## src/rtl/im_uart_loader_pkg.sv

```systemverilog
// Shared definitions for the UART instruction-memory loader: RX state encoding
// and the bit-period helper.
package im_loader_pkg;

    typedef enum logic [1:0] {
        IDLE,
        START,
        DATA,
        STOP
    } rx_state_e;

    function automatic int clks_per_bit(input int clk_freq, input int baud);
        return clk_freq / baud;
    endfunction

endpackage

```

## src/rtl/im_uart_loader_if.sv

```systemverilog
// Instruction-memory write port driven by the loader; the IM side uses the slave view.
interface im_uart_loader_if #(
    parameter int ADDR_W = 6
);
    logic              we;
    logic [ADDR_W-1:0] addr;
    logic [31:0]       wdata;

    modport master (output we, addr, wdata);
    modport slave  (input  we, addr, wdata);
endinterface

```

## src/rtl/im_uart_loader_rx.sv

```systemverilog
// 8N1 UART byte receiver: 2-FF synchronizer, mid-bit sampling FSM, sticky framing error.
module uart_rx_byte
    import im_loader_pkg::*;
#(
    parameter int CLKS_PER_BIT = 868
) (
    input  logic       clk,
    input  logic       rst,
    input  logic       clr,
    input  logic       en,
    input  logic       rx_i,
    output logic [7:0] byte_o,
    output logic       byte_vld_o,
    output logic       frame_err_o,
    output logic       idle_o
);
    localparam int CNT_W = $clog2(CLKS_PER_BIT);
    localparam logic [CNT_W-1:0] HALF_M1 = CNT_W'(CLKS_PER_BIT / 2 - 1);
    localparam logic [CNT_W-1:0] FULL_M1 = CNT_W'(CLKS_PER_BIT - 1);

    rx_state_e        state;
    logic [1:0]       sync;
    logic [CNT_W-1:0] cnt;
    logic [2:0]       bit_idx;
    logic [7:0]       shreg;
    logic             rx_s;

    assign rx_s   = sync[1];
    assign idle_o = (state == IDLE);

    // NOTE: every register here is updated with <= so all branches see pre-edge values.
    always_ff @(posedge clk) begin
        if (rst || clr) begin
            // Synchronizer resets to the idle-high line level so no false start is seen.
            sync        <= 2'b11;
            state       <= IDLE;
            cnt         <= '0;
            bit_idx     <= '0;
            shreg       <= '0;
            byte_o      <= '0;
            byte_vld_o  <= 1'b0;
            frame_err_o <= 1'b0;
        end else begin
            sync       <= {sync[0], rx_i};
            byte_vld_o <= 1'b0;
            case (state)
                IDLE: begin
                    cnt <= '0;
                    if (en && !rx_s) state <= START;
                end
                START: begin
                    if (cnt == HALF_M1) begin
                        cnt     <= '0;
                        bit_idx <= '0;
                        state   <= rx_s ? IDLE : DATA;
                    end else begin
                        cnt <= cnt + 1'b1;
                    end
                end
                DATA: begin
                    if (cnt == FULL_M1) begin
                        cnt   <= '0;
                        shreg <= {rx_s, shreg[7:1]};
                        if (bit_idx == 3'd7) state <= STOP;
                        else                 bit_idx <= bit_idx + 3'd1;
                    end else begin
                        cnt <= cnt + 1'b1;
                    end
                end
                STOP: begin
                    if (cnt == FULL_M1) begin
                        cnt   <= '0;
                        state <= IDLE;
                        if (rx_s) begin
                            byte_o     <= shreg;
                            byte_vld_o <= 1'b1;
                        end else begin
                            frame_err_o <= 1'b1;
                        end
                    end else begin
                        cnt <= cnt + 1'b1;
                    end
                end
                default: state <= IDLE;
            endcase
        end
    end
endmodule

```

## src/rtl/im_uart_loader.sv

```systemverilog
// Loads a program image received over UART into instruction memory, little-endian
// words at consecutive addresses; finishes when memory is full or the line goes idle.
module im_uart_loader
    import im_loader_pkg::*;
#(
    parameter int CLK_FREQ = 100_000_000,
    parameter int BAUD     = 115200,
    parameter int ADDR_W   = 6,
    parameter int IDLE_TO  = 32
) (
    input  logic                clk,
    input  logic                rst,
    input  logic                uart_rx_i,
    input  logic                load_en_i,
    im_uart_loader_if.master    im,
    output logic                busy_o,
    output logic                done_o,
    output logic                frame_err_o,
    output logic [ADDR_W:0]     word_cnt_o
);
    localparam int CPB    = clks_per_bit(CLK_FREQ, BAUD);
    localparam int TO_CYC = IDLE_TO * CPB;
    localparam int TO_W   = $clog2(TO_CYC);

    logic [7:0]        rx_byte;
    logic              rx_vld;
    logic              rx_idle;
    logic [1:0]        byte_idx;
    logic [23:0]       word_lo;
    logic [ADDR_W-1:0] addr;
    logic [TO_W-1:0]   to_cnt;

    uart_rx_byte #(.CLKS_PER_BIT(CPB)) u_rx (
        .clk         (clk),
        .rst         (rst),
        .clr         (!load_en_i),
        .en          (!done_o),
        .rx_i        (uart_rx_i),
        .byte_o      (rx_byte),
        .byte_vld_o  (rx_vld),
        .frame_err_o (frame_err_o),
        .idle_o      (rx_idle)
    );

    always_ff @(posedge clk) begin
        if (rst || !load_en_i) begin
            im.we      <= 1'b0;
            im.addr    <= '0;
            im.wdata   <= '0;
            busy_o     <= 1'b0;
            done_o     <= 1'b0;
            word_cnt_o <= '0;
            byte_idx   <= '0;
            word_lo    <= '0;
            addr       <= '0;
            to_cnt     <= '0;
        end else begin
            im.we  <= 1'b0;
            busy_o <= !done_o;

            // Lower three bytes shift in from the top so byte k lands at word[8k+7:8k].
            if (rx_vld && !done_o) begin
                if (byte_idx == 2'd3) begin
                    im.we      <= 1'b1;
                    im.addr    <= addr;
                    im.wdata   <= {rx_byte, word_lo};
                    word_cnt_o <= word_cnt_o + 1'b1;
                    byte_idx   <= '0;
                    if (addr == '1) begin
                        done_o <= 1'b1;
                        busy_o <= 1'b0;
                    end else begin
                        addr <= addr + 1'b1;
                    end
                end else begin
                    word_lo  <= {rx_byte, word_lo[23:8]};
                    byte_idx <= byte_idx + 2'd1;
                end
            end

            // Idle timeout only armed once a word exists; pending partial bytes are dropped.
            if (word_cnt_o == '0 || !rx_idle || done_o) begin
                to_cnt <= '0;
            end else if (to_cnt == TO_W'(TO_CYC - 1)) begin
                done_o <= 1'b1;
                busy_o <= 1'b0;
            end else begin
                to_cnt <= to_cnt + 1'b1;
            end
        end
    end
endmodule

```

## src/flat_wrapper.sv

```systemverilog
// flat-port wrapper written by rule: the top's interface ports become plain ports
module im_uart_loader_flat import im_loader_pkg::*;
#(
    parameter int CLK_FREQ = 100_000_000,
    parameter int BAUD     = 115200,
    parameter int ADDR_W   = 6,
    parameter int IDLE_TO  = 32
)
  (clk, rst, uart_rx_i, load_en_i, busy_o, done_o, frame_err_o, word_cnt_o, im_we, im_addr, im_wdata);
  im_uart_loader_if #(.ADDR_W(ADDR_W)) im_i ();
  input  logic clk;
  input  logic rst;
  input  logic uart_rx_i;
  input  logic load_en_i;
  output logic busy_o;
  output logic done_o;
  output logic frame_err_o;
  output logic [ADDR_W:0] word_cnt_o;
  output wire logic [$bits(im_i.we)-1:0] im_we;
  output wire logic [$bits(im_i.addr)-1:0] im_addr;
  output wire logic [$bits(im_i.wdata)-1:0] im_wdata;
  assign im_we = im_i.we;
  assign im_addr = im_i.addr;
  assign im_wdata = im_i.wdata;
  im_uart_loader #(.CLK_FREQ(CLK_FREQ), .BAUD(BAUD), .ADDR_W(ADDR_W), .IDLE_TO(IDLE_TO)) u_core (.clk(clk), .rst(rst), .uart_rx_i(uart_rx_i), .load_en_i(load_en_i), .im(im_i), .busy_o(busy_o), .done_o(done_o), .frame_err_o(frame_err_o), .word_cnt_o(word_cnt_o));
endmodule
```

## config.mk

```make
export PLATFORM = sky130hd
export DESIGN_NAME = im_uart_loader_flat
export DESIGN_NICKNAME = d
export VERILOG_FILES = /design/src/rtl/im_uart_loader_pkg.sv /design/src/rtl/im_uart_loader_if.sv /design/src/rtl/im_uart_loader_rx.sv /design/src/rtl/im_uart_loader.sv /design/src/flat_wrapper.sv
export SDC_FILE = /design/constraint.sdc
export NUM_CORES = 1
export LEC_CHECK = 0
export ABC_CLOCK_PERIOD_IN_PS = 3500
export CORE_MARGIN = 2
export CORE_UTILIZATION = 45
export DETAILED_ROUTE_END_ITERATION = 10
export HOLD_SLACK_MARGIN = 0.03
export PLACE_DENSITY = 0.77
export REMOVE_ABC_BUFFERS = 1
export SYNTH_ARGS = -nofsm -noshare
export SYNTH_HDL_FRONTEND = slang
export SYNTH_SLANG_ARGS = --single-unit
```

## constraint.sdc

```tcl
create_clock -name clk -period 3.5 [get_ports clk]
set_input_delay 0.7 -clock clk [delete_from_list [all_inputs] [get_ports clk]]
set_output_delay 0.7 -clock clk [all_outputs]
set_load 0.05 [all_outputs]
```

# Word-level counts from Yosys, hierarchy flattened
# Cells that the tools add are included.
# totals
ff_bits,130
out_inout_bits,49
input_bits,4
elab_cells,96
# op_classes
n_reduce_logical,24
add_sub_neg,6
mux,27
n_eq_ne,15
bitwise,6
# ops
op,count
$pmux 10 s3,1
$mux 10,2
$add 15x1->15 const B,1
$eq 15x15->1 const B,1
$mux 2,7
$mux 1,12
$ne 2x2->1 const B,6
$add 10x1->10 const B,1
$eq 10x10->1 const B,1
$eq 10x9->1 const B,1
$mux 3,3
$reduce_and 3->1,3
$pmux 2 s4,1
$add 7x1->7 const B,1
$logic_not 7->1,1
$add 6x1->6 const B,1
$eq 2x2->1 const B,3
$eq 6x6->1 const B,1
$not 1->1,6
$pmux 3 s2,1
$reduce_and 2->1,3
$reduce_or 2->1,3
$reduce_and 5->1,1
$logic_not 1->1,4
other kinds (10),13

# Depth between registers and ports, before layout
# depth
depth_word,6
mapped_depth,6
ltp_nobuf,6

# Cells and area by module
# A second synthesis with hierarchy kept.
# hier_totals
cells_unflattened,618
area_unflattened_um2,5166.2
# modules_own_cells
mod,area_per_inst_um2,cells_per_inst,n_inst,seq_area_each_um2
im_uart_loader,3653.5,449,1,1901.8
uart_rx_byte,1512.7,169,1,700.7

# Least setup slack after synthesis
# OpenSTA, ideal clock, no wires.
# synth_path
path_kind,reg-to-reg
start,register u_core.u_rx.cnt[0]
end,register u_core.u_rx.cnt[2]
slack_ps,1602
stages_incl_launch_ff,6
arrival_ps,1756
required_time_ps,3358
path_buffers,0
setup_ps,142
cell_sequence,dfxtp_1 -> ha_1 -> nor4bb_1 -> nand3_1 -> a32oi_1 -> nor2_1
# synth_via
elab_chain_len,3
word_cells_on_any_way,6
cone_classes,1 x add/sub; 2 x eq/ne; 3 x mux
# synth_rtl
element,line_no,source
from (decl),im_uart_loader_rx.sv:23,logic [CNT_W-1:0] cnt;
from (signal assigned),im_uart_loader_rx.sv:57,cnt <= cnt + 1'b1;
from (signal assigned),im_uart_loader_rx.sv:67,cnt <= cnt + 1'b1;
from (signal assigned),im_uart_loader_rx.sv:81,cnt <= cnt + 1'b1;
$add 10x1->10 (tied with other cells),"im_uart_loader_rx.sv:57, im_uart_loader_rx.sv:67, im_uart_loader_rx.sv:81",
"$mux 10, on equally long branches","im_uart_loader_rx.sv:61, im_uart_loader_rx.sv:71, im_uart_loader_rx.sv:52",
$pmux 10 s3 *,im_uart_loader_rx.sv:46,case (state)
# Mark *: on every way between the ends. The rest lies on a longest branch, timed or not.
# A chain may end at the register's enable or synchronous reset.

# Worst setup path after layout
# layout_path
start,register u_core.done_o
end,output done_o
# layout_rtl
element,line_no,source
from (decl),im_uart_loader.sv:17,"output logic done_o,"
from (signal assigned),im_uart_loader.sv:51,done_o <= 1'b0;
from (signal assigned),im_uart_loader.sv:70,done_o <= 1'b1;
from (signal assigned),im_uart_loader.sv:85,done_o <= 1'b1;
to (decl),flat_wrapper.sv:16,output logic done_o;
# No word-level cell between the ends.

==> results.md <==
* Status: completed
* Std-Cell Rows at 38
* CTS tree: yes
* Initial DRC count at 209
* Fillers at 977
* Via density per instance at 5.256
* Critical Path RT at 2.80 ns
* Worst Reg-to-Reg Cells at 5
* Total CTS buffers at 17
* WL final at 10070 um
* Pleak at 1.963 nW
* Antenna-violating nets left at 0
* Total design power at 3.163 mW
* Fmax at 387.5 MHz
* Num Clock Sinks at 130
* Crit-path max FO at 9
* YS warnings at 0
* Dpl cells at 780
* VDD IR-drop max at 0.0003381 V
* Hold Violations, Final at 0
* Area occupied by registers at 2603 um2
* Hold/Removal Path Class: flip-flop to flip-flop
* Reg2reg start: u_core.u_rx.cnt[0]
* Grt total ovfl at 0
* H-tree depth at 4
* Post-DP HPWL at 6523 um
* Post-CTS sizing at 0
* Gr usage total at 17.89%
* Crit path max-delay cell type: clkdlybuf4s50_1
* Syn Area/Cell at 8.209 um2
* Cell Area, Synth at 5065 um2
* Arrival time of the worst setup path at 1.88 ns
* Reg2Reg Setup Slack at 1.17 ns
* Post-Syn Instances at 617
* Main flop type after synthesis: dfxtp_1
* Pin count of the biggest net entering global routing at 65
* Unique cell type count in the Yosys netlist at 47
* WS Path Type: flip-flop to primary output
* CP Cell Sequence: clkdlybuf4s50_1
* Via count at 4257
* Post-synth EDFFs at 0
* IO buf count at 52
* # IOs at 53
* First-pass GRT wire length at 17120 um
* Slew HR at 44.31%
* Post-synth top area share at 51.38%
* Buf/Inv on CP at 1
* Post-layout instance area at 6237 um2
* DRT Pass-1 Iters at 4
* Area leader, netlist: dfxtp_1
* RSZ-0062 raised after global routing: no
* Skew-Pair Late Insertion Delay at 0.52 ns
* HP Start: u_core.u_rx.sync[0]
* Share of layout cells above drive strength 1 at 6.418%
* Max Slew Vio Count at 0
* Setup TNS at 0 ns
* Diodes inserted at 0
* Post-route DRC violation count at 0
* Most common cell after layout, fill and taps aside: nand2_1
* Async S/R FF share, synth at 0%
* Layout area overhead at 23.15%
* Commonest non-fill, non-tap cells in the layout: nand2_1 (166), dfxtp_1 (130), a21oi_1 (81)
* Cts hold-fix bufs at 0
* Power Density at 507.1 nW/um2
* Worst-case hold path end point: u_core.u_rx.sync[1]
* Vias in the first global route at 3801
* Clk pin slew, worst setup/hold paths at 0.06 ns
* Flops & latches, synth at 130
* Nets at 672
* Area of the multi-input gates at 2312 um2
* Initial Util at 46.52%
* Postcts setup bufs at 0
* Clock root buffer: clkbuf_8
* Post-synthesis sequential area ratio at 51.38%
* Final period util at 73.74%
* Nature of the critical path endpoint: primary output
* Clock Path Buffers at 2
* Worst-Margin Slew at 0.8277 ns
* GPL Wtd Cong at 0.8636
* # setup viols final at 0
* Antenna violations before repair at 0
* Final core occ at 57.29%
* Drt wl/cell at 12.43 um
* Area of placed instances at 5683 um2
* Crit-path leading delay family: buffers and inverters
* Die footprint at 12120 um2
* DIE WIDTH at 110.1 um
* Max-cap violations at 0
* Fin cells at 810
* Crit path largest cell delay at 0.87 ns
* Nature of the critical path startpoint: flip-flop
* Synth area leaders: dfxtp_1 (51%), nand2_1 (12%), a21oi_1 (8.0%)
* Post-Route Skew at 0.005886 ns
* Worst R2R End: u_core.u_rx.cnt[9]
* WHS Path Cells at 1
* Crit path time final at 2.581 ns
* Total core area at 10890 um2
* Chip Height at 110.1 um
## cell usage after synthesis (all sizes together), types with 2 or more instances
master,instances
a211oi,4
a21oi,81
a31oi,2
and2,2
and3,7
buf,4
clkbuf,30
dfxtp,130
ha,9
inv,6
mux2i,5
nand2,166
nand2b,4
nand3,32
nand3b,3
nand4,6
nor2,43
nor2b,5
nor3,11
nor3b,2
nor4,7
o211ai,2
o21ai,11
or3b,2
or4,3
xnor2,16
xor2,9
## power by group
| group | total, mW | internal (mW) | switching, mW |
|---|---|---|---|
| combinational | 0.0347 | 0.00995 | 0.0248 |
| clock | 1.65 | 1.00 | 0.642 |
| sequential | 1.48 | 1.48 | 0.000873 |
| total | 3.16 | 2.49 | 0.668 |
## per-layer routing
| layer | wire [um] | vias up | track usage (%) | part of all wire, % |
|---|---|---|---|---|
| met4 | 97 | 0 | 5.268 | 0.96 |
| met5 | 0 | - | 0 | 0 |
| met1 | 4657 | 1991 | 21.94 | 46 |
| met2 | 4824 | 88 | 29.71 | 48 |
| met3 | 493 | 12 | 6.232 | 4.9 |
| li1 | - | 2166 | - | - |
## sequential cells by signal (all words and copies together) (netlist names), 2 cells and up, named ones only
signal / count
u_core.addr: 6
u_core.byte_idx: 2
u_core.im.addr: 6
u_core.im.wdata: 32
u_core.to_cnt: 15
u_core.u_rx.bit_idx: 3
u_core.u_rx.byte_o: 8
u_core.u_rx.cnt: 10
u_core.u_rx.shreg: 8
u_core.u_rx.sync: 2
u_core.word_cnt_o: 7
u_core.word_lo: 24
## cell type report
type                    count  share of cell area (%)
clock inverters            13                   2.247
flip-flops and latches    130                   41.73
multi-input cells         447                   37.07
clock buffers              17                   6.640
inverters                   6                  0.3611
well taps                 140                   2.808
repair buffers             57                   9.147
## through the flow
stage          setup slack (ns)  hold slack (ns)
6_report                 0.9192           0.4238
5_1_grt                  0.8098           0.4317
4_1_cts                  0.9137           0.4188
3_5_place_dp             0.8923           0.4052
3_3_place_gp             0.9774           0.3916
2_1_floorplan            0.8990           0.3863
## cell families (layout without fill, tap and decap cells)
family / after synthesis / after routing / synth area share (%)
AOI/OAI and AO/OA: 108 / 108 / 11.61
and+or+nand+nor: 299 / 299 / 26.24
DFF: 130 / 130 / 51.38
muxes: 6 / 6 / 1.210
adders and majority gates: 9 / 9 / 2.223
xor gates and xnor gates: 25 / 25 / 4.323
buffers and inverters: 40 / 93 / 3.014
## worst max-delay path by stage
stage	cells after the start	startpoint	end
floorplan	2	rst	u_core.addr[0]
global placement	6	load_en_i	u_core.u_rx.cnt[7]
detailed placement	6	load_en_i	u_core.u_rx.cnt[4]
CTS	1	u_core.done_o	done_o
global route	5	u_core.u_rx.cnt[0]	u_core.u_rx.shreg[4]
finish	1	u_core.done_o	done_o
No activity file was read; power rests on OpenSTA's default activity.
